--- config.mk ---
export PLATFORM = sky130hd
export DESIGN_NAME = sram_port_arbiter
export DESIGN_NICKNAME = d
export VERILOG_FILES = /design/src/rtl/sram_arb_pkg.sv /design/src/rtl/rd_tag_pipe.sv /design/src/rtl/sram_port_arbiter.sv
export SDC_FILE = /design/constraint.sdc
export NUM_CORES = 1
export LEC_CHECK = 0
export BUFFER_PORTS_ARGS = -buffer_cell sky130_fd_sc_hd__buf_2
export CAP_MARGIN = 40
export CORE_UTILIZATION = 38
export CTS_BUF_LIST = sky130_fd_sc_hd__clkbuf_2 sky130_fd_sc_hd__clkbuf_4 sky130_fd_sc_hd__clkbuf_8
export DETAILED_ROUTE_END_ITERATION = 8
export GPL_TIMING_DRIVEN = 0
export PLACE_DENSITY = 0.9
export RECOVER_POWER = 50
export SLEW_MARGIN = 30
export SYNTH_ARGS = -nofsm -noshare
export SYNTH_HDL_FRONTEND = slang
export SYNTH_SLANG_ARGS = --single-unit
--- constraint.sdc ---
create_clock -name clk -period 1.99 [get_ports clk]
set_clock_uncertainty 0.05 [all_clocks]
set_input_delay 0.398 -clock clk [delete_from_list [all_inputs] [get_ports clk]]
set_output_delay 0.398 -clock clk [all_outputs]
set_load 0.005 [all_outputs]
--- src/rtl/sram_arb_pkg.sv ---
// Shared types for the FFT sample SRAM arbiter.
//   owner_t : identifies which requester issued an SRAM read (OWN_NONE for
//             idle cycles and writes); carried through the read-tag pipe.
//   mode_t  : arbitration mode; SHARED (host/dma round-robin, fft leftover)
//             or FFT_LOCK (fft owns the port exclusively).
package sram_arb_pkg;

  typedef enum logic [1:0] {
    OWN_NONE = 2'd0,
    OWN_HOST = 2'd1,
    OWN_DMA  = 2'd2,
    OWN_FFT  = 2'd3
  } owner_t;

  typedef enum logic {
    SHARED   = 1'b0,
    FFT_LOCK = 1'b1
  } mode_t;

endpackage

--- src/rtl/rd_tag_pipe.sv ---
// Read-owner tag delay line. Each cycle the owner of the read issued this
// cycle (or OWN_NONE) enters at the head; it appears at tag_o exactly DEPTH
// cycles later, aligned with the SRAM read data.
// Ports:
//   clk_i  clock
//   clr_i  synchronous clear; empties every stage to OWN_NONE
//   tag_i  owner tag entering the pipe this cycle
//   tag_o  owner tag of the read whose data is on the SRAM bus now
module rd_tag_pipe
  import sram_arb_pkg::*;
#(
  parameter int unsigned DEPTH = 1
) (
  input  logic   clk_i,
  input  logic   clr_i,
  input  owner_t tag_i,
  output owner_t tag_o
);

  owner_t pipe_q [DEPTH];

  always_ff @(posedge clk_i) begin
    if (clr_i) begin
      for (int unsigned i = 0; i < DEPTH; i++) begin
        pipe_q[i] <= OWN_NONE;
      end
    end else begin
      pipe_q[0] <= tag_i;
      for (int unsigned i = 1; i < DEPTH; i++) begin
        pipe_q[i] <= pipe_q[i-1];
      end
    end
  end

  assign tag_o = pipe_q[DEPTH-1];

endmodule

--- src/rtl/sram_port_arbiter.sv ---
// Arbiter owning the single-port FFT sample SRAM, shared by three requesters:
// host (CSR path), dma (write-back master) and fft (FFT core).
// In SHARED mode host and dma alternate round-robin under contention and fft
// gets cycles neither of them wants. Between fft_start and fft_done (or a
// lock timeout) fft owns the port exclusively. Read data is broadcast, with a
// per-requester rvalid that fires only for the requester that issued the read.
// Ports:
//   clk, rst                 clock, synchronous active-high reset
//   fft_start / fft_done     1-cycle pulses entering / leaving FFT_LOCK
//   {h,d,f}_req/we/addr/wdata requester command, held until gnt
//   {h,d,f}_gnt              combinational same-cycle grant, at most one
//   {h,d,f}_rdata/rvalid     read return, RD_LATENCY cycles after the grant
//   sram_rden/wren/addr/wdata SRAM command (mux of the granted requester)
//   sram_rdata               SRAM read data, RD_LATENCY cycles after rden
//   fft_locked               high while in FFT_LOCK
//   lock_timeout             1-cycle pulse when the lock is forcibly released
module sram_port_arbiter
  import sram_arb_pkg::*;
#(
  parameter int unsigned ADDR_W       = 9,
  parameter int unsigned DATA_W       = 16,
  parameter int unsigned RD_LATENCY   = 1,
  parameter int unsigned LOCK_TIMEOUT = 4096
) (
  input  logic              clk,
  input  logic              rst,
  input  logic              fft_start,
  input  logic              fft_done,
  input  logic              h_req,
  input  logic              h_we,
  input  logic [ADDR_W-1:0] h_addr,
  input  logic [DATA_W-1:0] h_wdata,
  output logic              h_gnt,
  output logic [DATA_W-1:0] h_rdata,
  output logic              h_rvalid,
  input  logic              d_req,
  input  logic              d_we,
  input  logic [ADDR_W-1:0] d_addr,
  input  logic [DATA_W-1:0] d_wdata,
  output logic              d_gnt,
  output logic [DATA_W-1:0] d_rdata,
  output logic              d_rvalid,
  input  logic              f_req,
  input  logic              f_we,
  input  logic [ADDR_W-1:0] f_addr,
  input  logic [DATA_W-1:0] f_wdata,
  output logic              f_gnt,
  output logic [DATA_W-1:0] f_rdata,
  output logic              f_rvalid,
  output logic              sram_rden,
  output logic              sram_wren,
  output logic [ADDR_W-1:0] sram_addr,
  output logic [DATA_W-1:0] sram_wdata,
  input  logic [DATA_W-1:0] sram_rdata,
  output logic              fft_locked,
  output logic              lock_timeout
);

  localparam int unsigned      CNT_W    = $clog2(LOCK_TIMEOUT);
  localparam logic [CNT_W-1:0] CNT_LAST = CNT_W'(LOCK_TIMEOUT - 1);

  mode_t            mode_q;
  owner_t           rr_q;
  owner_t           rr_d;
  logic [CNT_W-1:0] lock_cnt_q;
  logic             lock_timeout_q;
  owner_t           rd_tag_d;
  owner_t           rd_tag_out;

  // Grant decision. Uses the registered mode, so a start/done pulse only
  // changes arbitration from the following cycle. Reset blocks all grants.
  always_comb begin
    h_gnt = 1'b0;
    d_gnt = 1'b0;
    f_gnt = 1'b0;
    if (!rst) begin
      if (mode_q == FFT_LOCK) begin
        f_gnt = f_req;
      end else if (h_req && d_req) begin
        if (rr_q == OWN_HOST) h_gnt = 1'b1;
        else                  d_gnt = 1'b1;
      end else if (h_req) begin
        h_gnt = 1'b1;
      end else if (d_req) begin
        d_gnt = 1'b1;
      end else begin
        f_gnt = f_req;
      end
    end
  end

  // Round-robin pointer moves to the other shared requester after it is served.
  always_comb begin
    rr_d = rr_q;
    if (h_gnt)      rr_d = OWN_DMA;
    else if (d_gnt) rr_d = OWN_HOST;
  end

  // SRAM command mux; idle cycles drive all-zero address/data.
  always_comb begin
    sram_rden  = 1'b0;
    sram_wren  = 1'b0;
    sram_addr  = '0;
    sram_wdata = '0;
    rd_tag_d   = OWN_NONE;
    if (h_gnt) begin
      sram_rden  = !h_we;
      sram_wren  = h_we;
      sram_addr  = h_addr;
      sram_wdata = h_wdata;
      rd_tag_d   = h_we ? OWN_NONE : OWN_HOST;
    end else if (d_gnt) begin
      sram_rden  = !d_we;
      sram_wren  = d_we;
      sram_addr  = d_addr;
      sram_wdata = d_wdata;
      rd_tag_d   = d_we ? OWN_NONE : OWN_DMA;
    end else if (f_gnt) begin
      sram_rden  = !f_we;
      sram_wren  = f_we;
      sram_addr  = f_addr;
      sram_wdata = f_wdata;
      rd_tag_d   = f_we ? OWN_NONE : OWN_FFT;
    end
  end

  // Mode FSM with lock counter, timeout pulse and round-robin state.
  // fft_done takes priority over the timeout when both land in one cycle,
  // so a normal release is never reported as forced.
  always_ff @(posedge clk) begin
    if (rst) begin
      mode_q         <= SHARED;
      lock_cnt_q     <= '0;
      lock_timeout_q <= 1'b0;
      rr_q           <= OWN_HOST;
    end else begin
      lock_timeout_q <= 1'b0;
      rr_q           <= rr_d;
      case (mode_q)
        SHARED: begin
          if (fft_start) begin
            mode_q     <= FFT_LOCK;
            lock_cnt_q <= '0;
          end
        end
        FFT_LOCK: begin
          lock_cnt_q <= lock_cnt_q + CNT_W'(1);
          if (fft_done) begin
            mode_q <= SHARED;
          end else if (lock_cnt_q == CNT_LAST) begin
            mode_q         <= SHARED;
            lock_timeout_q <= 1'b1;
          end
        end
        default: mode_q <= SHARED;
      endcase
    end
  end

  rd_tag_pipe #(
    .DEPTH(RD_LATENCY)
  ) u_rd_tag_pipe (
    .clk_i(clk),
    .clr_i(rst),
    .tag_i(rd_tag_d),
    .tag_o(rd_tag_out)
  );

  assign h_rdata  = sram_rdata;
  assign d_rdata  = sram_rdata;
  assign f_rdata  = sram_rdata;
  assign h_rvalid = !rst && (rd_tag_out == OWN_HOST);
  assign d_rvalid = !rst && (rd_tag_out == OWN_DMA);
  assign f_rvalid = !rst && (rd_tag_out == OWN_FFT);

  assign fft_locked   = (mode_q == FFT_LOCK);
  assign lock_timeout = lock_timeout_q;

endmodule
[Word-level counts from Yosys, hierarchy flattened]
Memories as Yosys holds them, arrays and structs flattened.
Index checks and enable logic that the tools add are counted.
Word-level totals
  register bits: 16
  bits in writable memories: 2
  bits of input ports: 101
  output and inout port bits: 83
  memories kept: 1
Cells by class
  $add $sub $neg: 1
  equal/unequal tests: 6
  mux-type cells: 48
  bitwise operators: 1
  reductions and logical operators: 11
Memories
  u_rd_tag_pipe.pipe_q: depth 1, width 2, rd ports 1, clocked after Yosys merged registers in 0, wr ports 1, line rd_tag_pipe.sv:20  | owner_t pipe_q [DEPTH];
Operators with widths (number)
  2-to-1 mux 16 bit: 3
  2-to-1 mux 1 bit: 31
  2-to-1 mux 9 bit: 3
  case mux 12 bit (2 select lines): 1
  2-to-1 mux 2 bit: 8
  adder 12 x 1 -> 12 bit (second input constant): 1
  == test 12 bit (second input constant): 1
  2-to-1 mux 12 bit: 1
  == test 2 x 1 -> 1 bit (second input constant): 2
  == test 2 bit (second input constant): 2
  logical AND 1 bit: 4
  logical NOT 1 bit: 4
  OR reduction 3 bit: 1
  inequality test 2 bit (second input constant): 1
  case mux 1 bit (2 select lines): 1
  nonzero test 2 bit: 1
  OR reduction 2 bit: 1
  inverter 1 bit: 1

[Logic depth before layout (Yosys ltp)]
  word-level depth: 9
  mapped depth: 6
  depth with buffers taken out: 4

[Hierarchy]
Synthesis repeated with hierarchy kept, for this count alone.
Second synthesis, totals
  cells, all modules: 220
  area, all modules: 1786.7 µm²
By module, submodules not included
  sram_port_arbiter: times used 1, cells an instance 216, area each 1734.2 µm², seq. area each 320.3 µm²
  rd_tag_pipe: times used 1, cells an instance 4, area each 52.6 µm², seq. area each 40.0 µm²

[Least setup slack after synthesis]
No wires, ideal clock.
  path type: input port to output port
  start: input rst
  end: output sram_addr[0]
  arrival: 1.315 ns
  data required time: 1.542 ns
  slack: 0.227 ns
  cell stages on the path: 6
  path buffers: 3
  cells stage by stage: buf_4 nor3b_2 and2_1 buf_6 buf_6 a221o_1
On the way
  longest elaborated chain between the ends: 4
  elaborated cells between the ends (all ways): 6
  classes of those cells: 6 x mux
RTL lines
  start, declared: line sram_port_arbiter.sv:26  | input logic rst,
  2-to-1 mux 1 bit: line sram_port_arbiter.sv:76  | if (!rst) begin
  2-to-1 mux 9 bit: line sram_port_arbiter.sv:118  | end else if (f_gnt) begin
  2-to-1 mux 9 bit: line sram_port_arbiter.sv:112  | end else if (d_gnt) begin
  2-to-1 mux 9 bit (*): line sram_port_arbiter.sv:106  | if (h_gnt) begin
  end, declared: line sram_port_arbiter.sv:52  | output logic [ADDR_W-1:0] sram_addr,
Mark *: on every way between the ends. The rest lies on a longest branch, timed or not.

[Worst setup path in the final report]
  start: register rr_q[1]
  end: output sram_wren
On the way
  longest elaborated chain between the ends: 7
  elaborated cells between the ends (all ways): 11
  classes of those cells: 1 x eq/ne; 10 x mux
RTL lines
  start, declared: line sram_port_arbiter.sv:63  | owner_t rr_q;
  start signal, assigned: line sram_port_arbiter.sv:138  | rr_q <= rr_d;
  == test 2 x 1 -> 1 bit (*): line sram_port_arbiter.sv:80  | if (rr_q == OWN_HOST) h_gnt = 1'b1;
  2-to-1 mux 1 bit: line sram_port_arbiter.sv:80
  2-to-1 mux 1 bit: line sram_port_arbiter.sv:79  | end else if (h_req && d_req) begin
  2-to-1 mux 1 bit: line sram_port_arbiter.sv:77  | if (mode_q == FFT_LOCK) begin
  2-to-1 mux 1 bit: line sram_port_arbiter.sv:76
  2-to-1 mux 1 bit: line sram_port_arbiter.sv:112
  2-to-1 mux 1 bit (*): line sram_port_arbiter.sv:106
  end, declared: line sram_port_arbiter.sv:51  | output logic sram_wren,
Marks and branches as above.

==> results.sh <==
export IMPL_drt_initial_drc_count=71
export IMPL_startpoint="rr_q[1]"
export IMPL_dieHeight_um=72.9
export IMPL_final_net_count=506
export IMPL_pwr_share_comb_pct=45.2
export IMPL_grt_ovfl_total=0
export IMPL_die_x_um=72.9
export IMPL_cp_top_family="buffers and inverters"
export IMPL_start_kind="flop"
export IMPL_dp_final_hpwl_um=5840
export IMPL_syn_inst=224
export IMPL_r2r_start="lock_cnt_q[0]"
export IMPL_detail_route_vias_per_cell=5.04
export IMPL_synth_cell_types=43
export IMPL_maxCapViolCount=0
export IMPL_fill_cells=434
export IMPL_slew_viol_final=0
export IMPL_dr_pass1_iters=4
export IMPL_insertion_delay_ps=260
export IMPL_cts_root_buf="clkbuf_8"
export IMPL_seqPwrFrac_pct=30.8
export IMPL_clock_path_buffers=2
export IMPL_syn_cell_area_mm2=0.00191
export IMPL_final_antenna_net_count=0
export IMPL_coreArea_mm2=0.00479
export IMPL_worstPathRequired_ps=1540
export IMPL_min_to="lock_timeout"
export IMPL_grt_pass1_vias=2127
export IMPL_postLayoutCellArea_mm2=0.00306
export IMPL_synth_xor_area_share_pct=0
export IMPL_r2r_cells=4
export IMPL_setup_viol=27
export IMPL_min_delay_start="fft_done"
export IMPL_power_mw=1.24
export IMPL_status="finished with violations"
export IMPL_dieArea_mm2=0.00532
export IMPL_yosys_warnings=0
export IMPL_ys_top_cells_by_area="buf_4 (20%), dfxtp_1 (19%), a221o_1 (14%)"
export IMPL_drive_above_1_share_pct=64.0
export IMPL_synth_fp_nets=326
export IMPL_netlist_top_cell_by_area="buf_4"
export IMPL_dp_cells=457
export IMPL_portBuffers=166
export IMPL_worstReg2RegEnd="fft_locked"
export IMPL_synth_top_family_by_area="buffers and inverters"
export IMPL_start_util_pct=39.9
export IMPL_switching_share_pct=29.4
export IMPL_rsz0062_at_grt="yes"
export IMPL_slowest_stage="dfxtp_2"
export IMPL_yosys_register_bits=18
export IMPL_syn2layout_area_growth_pct=60.1
export IMPL_routabilityCongestion=0.871
export IMPL_hold_viol_final=0
export IMPL_post_route_drc_count=0
export IMPL_slowest_delay_ps=330
export IMPL_io_pins=184
export IMPL_r2r_slack_ps=300
export IMPL_hold_depth=3
export IMPL_switchingPower_uw=366
export IMPL_cp_max_fo=7
export IMPL_synth_compound_area_share_pct=23.4
export IMPL_min_path_type="input port to flop"
export IMPL_muxShareOfSynthArea_pct=3.99
export IMPL_powerDensity_mw_per_mm2=407
export IMPL_rows=25
export IMPL_violations="negative setup slack"
export IMPL_placed_area_mm2=0.00283
export IMPL_worstMarginPinSlew_ps=285
export IMPL_cts_buffers=3
export IMPL_yosysTopAreaCellShare_pct=20.0
export IMPL_wl_per_cell_um=15.3
export IMPL_hold_buffers=0
export IMPL_min_period_ps=2130
export IMPL_cp_num_cells=6
export IMPL_final_util_pct=63.9
export IMPL_cts_sinks=18
export IMPL_final_cells=470
export IMPL_ir_drop_v=0.000447
export IMPL_p_leak_nw=1.54
export IMPL_max_freq_ghz=0.470
export IMPL_synth_avg_cell_area_um2=8.53
export IMPL_ys_seq_area_share_pct=18.9
export IMPL_fin_crit_sh_pct=107
export IMPL_worstSetupEndpointType="output port"
export IMPL_cts_tree="yes"
export IMPL_yosys_area_share_adder_pct=0.655
export IMPL_track_usage_pct=24.6
export IMPL_path_clk_slew_ps=70
export IMPL_max_slew_margin_rel_pct=80.8
export IMPL_grt_max_degree=11
export IMPL_antenna_found_initial=0
export IMPL_drt_total_wl_um=7200
export IMPL_antenna_cells=0
export IMPL_htreeDepth=1
export IMPL_crit_chain="nand2b_4 -> a2111oi_4 -> buf_4 -> buf_8 -> mux2i_1 -> buf_2"
export IMPL_timing_final_ws_setup_ps=-137
export IMPL_cp_data_arrival_time_ps=1680
export IMPL_power_internal_uw=879
export IMPL_grt_pass1_wl_um=10000
export IMPL_power_frac_clock_pct=24.0
export IMPL_hold_slack_ps=373
export IMPL_crit_buf_inv=3
export IMPL_synth_simple_gate_area_share_pct=26.3
export IMPL_vias=2367
export IMPL_critical_path_class="flop to output port"
cells by family (layout without fill, tap and decap cells):
kind of cell               Yosys count  after routing
AOI/OAI and AO/OA                   50             50
adders and majority gates            1              1
muxes                                7              7
buffers and inverters               71            250
and+or+nand+nor                     77             77
DFF                                 18             18
worst max-delay path by stage:
stage / end / slack [ps]
finish: sram_wren / -140
detailed placement: sram_wdata[10] / -120
global placement: sram_wdata[10] / -100
CTS: sram_wdata[10] / -150
global route: sram_wren / -220
floorplan: sram_addr[0] / 230
cell usage in the layout, fill, tap and decap left out, types with 3 or more instances in the layout:
cell type | Yosys | routed
nor3b_1 | 33 | 32
mux2_2 | 5 | 5
buf_2 | 8 | 156
dfxtp_1 | 18 | 15
buf_4 | 51 | 26
a221o_1 | 26 | 26
clkbuf_8 | 0 | 4
nand2b_1 | 4 | 3
buf_6 | 6 | 18
clkbuf_1 | 1 | 6
a21oi_1 | 7 | 7
inv_1 | 4 | 4
nor2_1 | 10 | 10
nor3_1 | 6 | 5
nand2_1 | 5 | 5
clkbuf_4 | 0 | 32
what timing repair did:
item                                    in CTS  in global routing
resized for setup                           15                 18
gates cloned                                 2                  0
hold endpoints to repair                     0                  0
pin swaps                                    7                  7
endpoints found under the setup margin      28                 29
setup buffers                                7                  0
final cells by class:
class | instances | area (µm²) | area share (%)
multi-input cells | 135 | 1060 | 34.6
repair buffers | 175 | 952 | 31.1
plain buffers | 66 | 524 | 17.1
flip-flops and latches | 18 | 367 | 12.0
well taps | 67 | 83.8 | 2.74
clock buffers | 4 | 55.1 | 1.80
inverters | 5 | 18.8 | 0.614
state kept, by name (all words and copies together) (netlist names):
| name | cells |
|---|---|
| lock_timeout | 1 |
| rr_q | 2 |
| lock_cnt_q | 12 |
| u_rd_tag_pipe.pipe_q | 2 |
| fft_locked | 1 |
tightest hold or removal path, delay by kind of cell:
kind | cells | cell delay, ps
and+or+nand+nor | 2 | 170
buffers and inverters | 1 | 70
cell usage after synthesis, drive strengths merged:
cell	n
ha	1
inv	4
nor2	10
nor3	7
a41oi	2
a21oi	7
o21a	1
nand2	6
o21ba	1
a21o	2
nand3b	1
a2111oi	1
mux2i	2
clkinv	1
or3	2
dfxtp	18
o21ai	3
nor2b	1
o211ai	1
mux2	5
or4	1
nand2b	4
a221o	26
a211oi	3
o21bai	2
nor3b	34
a32oi	1
nor4	2
or2b	1
and2	1
nand4	2
clkbuf	1
and3b	2
nand3	3
buf	65
per-layer routing:
metal / GRT usage (%) / share of wire (%)
met1: 27.2 / 36
met2: 42.2 / 49
met3: 14.4 / 15
met4: 2.61 / 1.1
met5: 0 / 0
power by group through the flow:
stage | clock, mW | sequential, mW | combinational [mW]
final | 0.299 | 0.383 | 0.563
after floorplan | 0 | 0.387 | 0.270
after CTS | 0.304 | 0.383 | 0.538
after global placement | 0 | 0.388 | 0.494
after global routing | 0.325 | 0.385 | 0.607
after detailed placement | 0 | 0.389 | 0.501
through the flow:
step	setup slack, ps	TNS (ps)
after global placement	-95.7	-842
final	-137	-2110
after detailed placement	-119	-1290
after floorplan	227	0
after global routing	-224	-4200
after CTS	-146	-2220
(Power assumes the default switching activity.)
